## config.mk

```make
export PLATFORM = sky130hd
export DESIGN_NAME = srm_controller_flat
export DESIGN_NICKNAME = d
export VERILOG_FILES = /design/src/rtl/srm_pkg.sv /design/src/rtl/srm_controller_if.sv /design/src/rtl/srm_decoder.sv /design/src/rtl/srm_controller.sv /design/src/flat_wrapper.sv
export SDC_FILE = /design/constraint.sdc
export NUM_CORES = 1
export LEC_CHECK = 0
export BUFFER_PORTS_ARGS = -buffer_cell sky130_fd_sc_hd__buf_2
export CAP_MARGIN = 20
export CORE_AREA = 10 10 71 73
export CTS_CLUSTER_SIZE = 10
export DETAILED_ROUTE_END_ITERATION = 6
export DIE_AREA = 0 0 81 83
export PLACE_DENSITY_LB_ADDON = 0.2
export SLEW_MARGIN = 30
export SYNTH_ARGS = -nofsm -noshare
export SYNTH_HDL_FRONTEND = slang
export SYNTH_SLANG_ARGS = --single-unit
```

## constraint.sdc

```tcl
create_clock -name clk -period 1.8 [get_ports clk]
set_input_delay 0.18 -clock clk [delete_from_list [all_inputs] [get_ports clk]]
set_output_delay 0.18 -clock clk [all_outputs]
set_load 0.005 [all_outputs]
```

## src/rtl/srm_pkg.sv

```systemverilog
// Shared definitions for the srm instruction sequencer: state encoding,
// opcode/sub-op fields, writeback select codes, ALU op codes and the
// register-number selector used between the FSM and the decoder.
package srm_pkg;

  localparam logic [2:0] ST_WAIT      = 3'd0;
  localparam logic [2:0] ST_DECODE    = 3'd1;
  localparam logic [2:0] ST_WRITE_IMM = 3'd2;
  localparam logic [2:0] ST_GET_A     = 3'd3;
  localparam logic [2:0] ST_GET_B     = 3'd4;
  localparam logic [2:0] ST_ALU       = 3'd5;
  localparam logic [2:0] ST_WRITE_REG = 3'd6;

  localparam logic [2:0] OP_MOV = 3'b110;
  localparam logic [2:0] OP_ALU = 3'b101;

  localparam logic [1:0] SUB_MOV_REG = 2'b00;
  localparam logic [1:0] SUB_MOV_IMM = 2'b10;
  localparam logic [1:0] SUB_ADD     = 2'b00;
  localparam logic [1:0] SUB_CMP     = 2'b01;
  localparam logic [1:0] SUB_AND     = 2'b10;
  localparam logic [1:0] SUB_MVN     = 2'b11;

  localparam logic [1:0] VSEL_MDATA = 2'b00;
  localparam logic [1:0] VSEL_IMM8  = 2'b01;
  localparam logic [1:0] VSEL_PC    = 2'b10;
  localparam logic [1:0] VSEL_DP    = 2'b11;

  localparam logic [1:0] ALU_ADD = 2'b00;
  localparam logic [1:0] ALU_SUB = 2'b01;
  localparam logic [1:0] ALU_AND = 2'b10;
  localparam logic [1:0] ALU_NOT = 2'b11;

  localparam logic [1:0] NSEL_RN = 2'd0;
  localparam logic [1:0] NSEL_RD = 2'd1;
  localparam logic [1:0] NSEL_RM = 2'd2;

  // MOV reg reuses the adder with A forced to zero, so it always adds.
  function automatic logic [1:0] alu_op_for(input logic [2:0] op, input logic [1:0] sub);
    if (op == OP_MOV) return ALU_ADD;
    case (sub)
      SUB_ADD: return ALU_ADD;
      SUB_CMP: return ALU_SUB;
      SUB_AND: return ALU_AND;
      default: return ALU_NOT;
    endcase
  endfunction

endpackage

```

## src/rtl/srm_controller_if.sv

```systemverilog
// Instruction-source / datapath control bundle of the srm sequencer.
// master: instruction source + datapath side (drives in/load/s).
// slave : the sequencer (drives w and every datapath control).
interface srm_controller_if;
  logic [15:0] in;
  logic        load;
  logic        s;
  logic        w;
  logic [2:0]  readnum;
  logic [2:0]  writenum;
  logic [1:0]  vsel;
  logic        write;
  logic        loada;
  logic        loadb;
  logic        loadc;
  logic        loads;
  logic        asel;
  logic        bsel;
  logic [1:0]  shift;
  logic [1:0]  ALUop;
  logic [15:0] sximm8;
  logic [15:0] sximm5;

  modport master (
    output in, load, s,
    input  w, readnum, writenum, vsel, write, loada, loadb, loadc, loads,
           asel, bsel, shift, ALUop, sximm8, sximm5
  );

  modport slave (
    input  in, load, s,
    output w, readnum, writenum, vsel, write, loada, loadb, loadc, loads,
           asel, bsel, shift, ALUop, sximm8, sximm5
  );
endinterface

```

## src/rtl/srm_decoder.sv

```systemverilog
// Combinational instruction decoder: splits the IR into fields, sign-extends
// the 5- and 8-bit immediates and picks Rn/Rd/Rm by nsel.
// Ports: ir (instruction register), nsel (register selector) ->
//        op, sub, sh, reg_num, sximm5, sximm8.
module srm_decoder
  import srm_pkg::*;
(
  input  logic [15:0] ir,
  input  logic [1:0]  nsel,
  output logic [2:0]  op,
  output logic [1:0]  sub,
  output logic [1:0]  sh,
  output logic [2:0]  reg_num,
  output logic [15:0] sximm5,
  output logic [15:0] sximm8
);

  assign op     = ir[15:13];
  assign sub    = ir[12:11];
  assign sh     = ir[4:3];
  assign sximm5 = {{11{ir[4]}}, ir[4:0]};
  assign sximm8 = {{8{ir[7]}}, ir[7:0]};

  always_comb begin
    case (nsel)
      NSEL_RD: reg_num = ir[7:5];
      NSEL_RM: reg_num = ir[2:0];
      default: reg_num = ir[10:8];
    endcase
  end

endmodule

```

## src/rtl/srm_controller.sv

```systemverilog
// Instruction-level sequencer: latches an instruction while idle, then steps
// a Moore FSM that drives every datapath control for that instruction.
// Ports: clk, reset_n (async, active low), bus (slave side of
//        srm_controller_if: in/load/s in, w and datapath controls out).
//
// state        | meaning
// WAIT         | idle, w=1, IR may be loaded
// DECODE       | classify IR, pick first step
// WRITE_IMM    | write sximm8 into Rn
// GET_A        | load A from Rn
// GET_B        | load B from Rm
// ALU          | run ALU into C (or status for CMP)
// WRITE_REG    | write C into Rd
module srm_controller
  import srm_pkg::*;
(
  input  logic            clk,
  input  logic            reset_n,
  srm_controller_if.slave bus
);

  logic [2:0]  state, state_next;
  logic [15:0] ir;
  logic [2:0]  op, reg_num;
  logic [1:0]  sub, sh, nsel;
  logic [15:0] sximm5, sximm8;

  srm_decoder u_decoder (
    .ir      (ir),
    .nsel    (nsel),
    .op      (op),
    .sub     (sub),
    .sh      (sh),
    .reg_num (reg_num),
    .sximm5  (sximm5),
    .sximm8  (sximm8)
  );

  logic is_mov_imm, is_mov_reg, is_alu, is_cmp, is_mvn;
  assign is_mov_imm = (op == OP_MOV) && (sub == SUB_MOV_IMM);
  assign is_mov_reg = (op == OP_MOV) && (sub == SUB_MOV_REG);
  assign is_alu     = (op == OP_ALU);
  assign is_cmp     = is_alu && (sub == SUB_CMP);
  assign is_mvn     = is_alu && (sub == SUB_MVN);

  always_ff @(posedge clk or negedge reset_n) begin
    if (!reset_n) begin
      state <= ST_WAIT;
      ir    <= 16'h0000;
    end else begin
      state <= state_next;
      if (state == ST_WAIT && bus.load) ir <= bus.in;
    end
  end

  always_comb begin
    state_next = ST_WAIT;
    case (state)
      ST_WAIT:      state_next = bus.s ? ST_DECODE : ST_WAIT;
      ST_DECODE: begin
        if (is_mov_imm)              state_next = ST_WRITE_IMM;
        else if (is_mov_reg || is_mvn) state_next = ST_GET_B;
        else if (is_alu)             state_next = ST_GET_A;
        else                         state_next = ST_WAIT;
      end
      ST_WRITE_IMM: state_next = ST_WAIT;
      ST_GET_A:     state_next = ST_GET_B;
      ST_GET_B:     state_next = ST_ALU;
      ST_ALU:       state_next = is_cmp ? ST_WAIT : ST_WRITE_REG;
      ST_WRITE_REG: state_next = ST_WAIT;
      default:      state_next = ST_WAIT;
    endcase
  end

  always_comb begin
    case (state)
      ST_GET_B:     nsel = NSEL_RM;
      ST_WRITE_REG: nsel = NSEL_RD;
      default:      nsel = NSEL_RN;
    endcase
  end

  logic       w, write, loada, loadb, loadc, loads, asel;
  logic [2:0] readnum, writenum;
  logic [1:0] vsel, shift, alu_op;

  always_comb begin
    w        = 1'b0;
    write    = 1'b0;
    loada    = 1'b0;
    loadb    = 1'b0;
    loadc    = 1'b0;
    loads    = 1'b0;
    asel     = 1'b0;
    readnum  = 3'd0;
    writenum = 3'd0;
    vsel     = VSEL_MDATA;
    shift    = 2'b00;
    alu_op   = ALU_ADD;
    case (state)
      ST_WAIT: w = 1'b1;
      ST_WRITE_IMM: begin
        write    = 1'b1;
        vsel     = VSEL_IMM8;
        writenum = reg_num;
      end
      ST_GET_A: begin
        loada   = 1'b1;
        readnum = reg_num;
      end
      ST_GET_B: begin
        loadb   = 1'b1;
        readnum = reg_num;
      end
      ST_ALU: begin
        shift  = sh;
        alu_op = alu_op_for(op, sub);
        asel   = is_mov_reg || is_mvn;
        loadc  = !is_cmp;
        loads  = is_cmp;
      end
      ST_WRITE_REG: begin
        write    = 1'b1;
        vsel     = VSEL_DP;
        writenum = reg_num;
      end
      default: ;
    endcase
  end

  assign bus.w        = w;
  assign bus.write    = write;
  assign bus.loada    = loada;
  assign bus.loadb    = loadb;
  assign bus.loadc    = loadc;
  assign bus.loads    = loads;
  assign bus.asel     = asel;
  // Reserved for a future immediate-operand ALU form.
  assign bus.bsel     = 1'b0;
  assign bus.readnum  = readnum;
  assign bus.writenum = writenum;
  assign bus.vsel     = vsel;
  assign bus.shift    = shift;
  assign bus.ALUop    = alu_op;
  assign bus.sximm8   = sximm8;
  assign bus.sximm5   = sximm5;

endmodule
```

## src/flat_wrapper.sv

```systemverilog
// flat-port wrapper written by rule: the top's interface ports become plain ports
module srm_controller_flat import srm_pkg::*;
  (clk, reset_n, bus_in, bus_load, bus_s, bus_w, bus_readnum, bus_writenum, bus_vsel, bus_write, bus_loada, bus_loadb, bus_loadc, bus_loads, bus_asel, bus_bsel, bus_shift, bus_ALUop, bus_sximm8, bus_sximm5);
  srm_controller_if bus_i ();
  input  logic clk;
  input  logic reset_n;
  input wire logic [$bits(bus_i.in)-1:0] bus_in;
  input wire logic [$bits(bus_i.load)-1:0] bus_load;
  input wire logic [$bits(bus_i.s)-1:0] bus_s;
  output wire logic [$bits(bus_i.w)-1:0] bus_w;
  output wire logic [$bits(bus_i.readnum)-1:0] bus_readnum;
  output wire logic [$bits(bus_i.writenum)-1:0] bus_writenum;
  output wire logic [$bits(bus_i.vsel)-1:0] bus_vsel;
  output wire logic [$bits(bus_i.write)-1:0] bus_write;
  output wire logic [$bits(bus_i.loada)-1:0] bus_loada;
  output wire logic [$bits(bus_i.loadb)-1:0] bus_loadb;
  output wire logic [$bits(bus_i.loadc)-1:0] bus_loadc;
  output wire logic [$bits(bus_i.loads)-1:0] bus_loads;
  output wire logic [$bits(bus_i.asel)-1:0] bus_asel;
  output wire logic [$bits(bus_i.bsel)-1:0] bus_bsel;
  output wire logic [$bits(bus_i.shift)-1:0] bus_shift;
  output wire logic [$bits(bus_i.ALUop)-1:0] bus_ALUop;
  output wire logic [$bits(bus_i.sximm8)-1:0] bus_sximm8;
  output wire logic [$bits(bus_i.sximm5)-1:0] bus_sximm5;
  assign bus_i.in = bus_in;
  assign bus_i.load = bus_load;
  assign bus_i.s = bus_s;
  assign bus_w = bus_i.w;
  assign bus_readnum = bus_i.readnum;
  assign bus_writenum = bus_i.writenum;
  assign bus_vsel = bus_i.vsel;
  assign bus_write = bus_i.write;
  assign bus_loada = bus_i.loada;
  assign bus_loadb = bus_i.loadb;
  assign bus_loadc = bus_i.loadc;
  assign bus_loads = bus_i.loads;
  assign bus_asel = bus_i.asel;
  assign bus_bsel = bus_i.bsel;
  assign bus_shift = bus_i.shift;
  assign bus_ALUop = bus_i.ALUop;
  assign bus_sximm8 = bus_i.sximm8;
  assign bus_sximm5 = bus_i.sximm5;
  srm_controller u_core (.clk(clk), .reset_n(reset_n), .bus(bus_i));
endmodule
```

==> run summary <==
number of primary I/O pins -> 72
Clock Skews -> 0.00325 ns
gr usage total -> 0.101
Reg-to-Reg End -> u_core.ir[1]
Fill cells -> 383
largest cells by area after synthesis -> dfrtp_1 35%, buf_4 19%, mux2_4 7.7%
Worst Hold End -> u_core.ir[15]
I/O Buffers -> 70
via count -> 1122
ANT nets after route -> 0
Largest stage delay, worst path -> 0.42 ns
pre-CTS setup slack -> -0.0980 ns
hpwl dp -> 2810 um
r2r worst-path depth -> 4
fmax -> 481 MHz
Pleak -> 0.000906 uW
initial antenna violation count -> 0
worst vdd ir -> 0.617 mV
Final min period -> 2.08 ns
most common cell in the netlist -> buf_4
Yosys reg bits -> 19
fin util -> 0.461
global-route wire length before repair -> 5600 um
Yosys cell types -> 36
Synthesis Warnings -> 0
Critical Path AT -> 1.90 ns
Commonest cells post-synth -> 34 x buf_4, 19 x dfrtp_1, 12 x nor2_1, 8 x o21ai_0
Die X-Extent -> 81 um
final setup violation count -> 6
Clock Root Buffer -> clkbuf_8
Die ar. -> 6720 um^2
Crit. End Element -> primary output
worst hold path depth -> 2
floorplan row count -> 22
startpoint types -> register
CTS tree -> yes
flop2flop setup slack -> 0.21 ns
Post-Synth Simple-Gate Area -> 0.159
Inst Count DP -> 225
Crit Path Max Fanout -> 4
share of the synthesized area in the top cell type -> 0.349
clock sinks -> 19
synthesized-area fraction occupied by adder cells -> 0.0184
Synth Area in Compound Gates -> 0.0964
number of global-route vias before repair -> 1178
multi-input logic area -> 594 um^2
mux cell area share after synthesis -> 0.127
Synth area leader -> dfrtp_1
period utilisation layout -> 1.16
diode count -> 0
Cells after Synth -> 138
first-pass detailed-route iteration total -> 6
nets@finish -> 212
slowest stage cell, crit path -> dfrtp_1
routed vias/inst -> 4.73
synthesis-to-layout area growth -> 23.0%
htree depth -> 1
status -> finished with violations
drt drc -> 0
final hold vios -> 0
Pwr per Cell Area -> 1770 nW/um^2
largest net degree at the start of global routing -> 20
HP Class -> in -> reg
Syn Std Cell Area -> 1360 um^2
reg-to-reg startpoint -> u_core.state[1]
WL/cell -> 14.9 um
chip height -> 83 um
Max clock buf depth -> 2
post-synthesis sequential area ratio -> 0.349
clk slew on worst S/H paths -> 0.08 ns
failing checks -> negative setup slack
Clock Latency Late Sink -> 0.25 ns
kind of critical path -> reg -> out
Hold Crit Start -> bus_in[15]
Top FF cell, synth -> dfrtp_1
RSZ-0062 raised after global routing -> yes
max-cap viol count -> 0
layout cells sized above 1 -> 0.614
Syn Area/Cell -> 9.87 um^2
cts bufs inserted -> 3
register area -> 477 um^2
final setup margin -> -0.280 ns
Initial Util -> 0.375
Iteration-0 DRC Markers -> 40
global route overflow -> 0
fin cells -> 237
asr flop ratio synth -> 1.00
Critical Path, Cell by Cell -> or2b_1 -> inv_2 -> nand2_4 -> ha_4 -> a221o_1 -> o21ai_2 -> nor2_1 -> buf_2
Slew Limit Fails -> 0
area of the core -> 3630 um^2
post-synthesis net count -> 160
EDFF count, synth -> 0
GP Congestion -> 0.788
final WL -> 3540 um
XOR/XNOR Fraction of Synth Area -> 0
largest family of logic cells by synthesized area -> buffers and inverters
Critical Path RT -> 1.62 ns
==> cells by family after synthesis <==
group	Yosys count
other	1
buffers and inverters	46
adders and majority gates	2
AOI/OAI and AO/OA	19
and+or+nand+nor	38
muxes	13
DFF	19
==> cells in the final DEF, fill, tap and decap left out, drive strengths merged, types with 3 or more instances in the layout <==
cell	count
inv	7
nor2	12
clkbuf	3
a221o	3
nand2	4
buf	85
o21ai	8
and2	5
dfrtp	19
nand3	3
nor2b	3
mux2	13
==> report_power, final <==
group          internal, uW  leakage, uW  switching (uW)
Sequential              646     0.000227             285
Clock                   154    0.0000255             151
Combinational           974     0.000653             755
Total                  1770     0.000906            1190
==> flip-flops by register name, summed over array words and instances, names as in the netlist <==
signal / count
u_core.ir: 16
u_core.state: 3
==> stage by stage <==
step | total power, uW | hold WS, ns | area, um^2 | TNS [ns]
final | 2970 | 0.149 | 1680 | -1.56
after global routing | 3250 | 0.144 | 1680 | -2.11
after CTS | 2950 | 0.145 | 1650 | -1.58
after detailed placement | 2520 | 0.157 | 1530 | -0.522
after global placement | 2490 | 0.150 | 1530 | -0.0794
after floorplan | 2340 | -0.116 | 1370 | 0
==> area by class of cell <==
type,instances,share of cell area
inverters,7,0.0157
clock buffers,3,0.0246
repair buffers,86,0.282
flip-flops and latches,19,0.284
multi-input cells,73,0.354
clock inverters,1,0.00299
well taps,48,0.0358
==> critical path: cells and delay by family, from the launching register on <==
family / cells / cell delay [ns]
simple gates: 3 / 0.39
fa+ha+maj: 1 / 0.24
flops: 1 / 0.42
compound gates: 2 / 0.38
buf+inv: 2 / 0.21
==> layer usage <==
metal,routed length [um],vias up,track usage
met5,0,-,0
met4,44,0,0.0282
met3,448,6,0.0442
met2,1660,56,0.179
met1,1390,524,0.103
li1,-,536,-
==> worst max-delay path by stage <==
| stage | startpoint | slack, ns | to |
|---|---|---|---|
| finish | u_core.state[1] | -0.28 | bus_readnum[2] |
| global route | u_core.state[1] | -0.38 | bus_readnum[1] |
| CTS | u_core.state[1] | -0.28 | bus_readnum[2] |
| detailed placement | u_core.state[0] | -0.1 | bus_readnum[2] |
| global placement | u_core.state[0] | -0.02 | bus_readnum[0] |
| floorplan | u_core.state[1] | 0.007 | bus_readnum[1] |
==> repair_timing <==
item,4_1_cts,5_1_grt
cloned,0,0
endpoints found under the setup margin,6,6
resized for setup,9,3
endpoints found under the hold margin,19,0
hold buffers,1,0
pin swaps,4,0
setup buffers,5,2
Note: power is estimated with default switching activity, not from simulation.
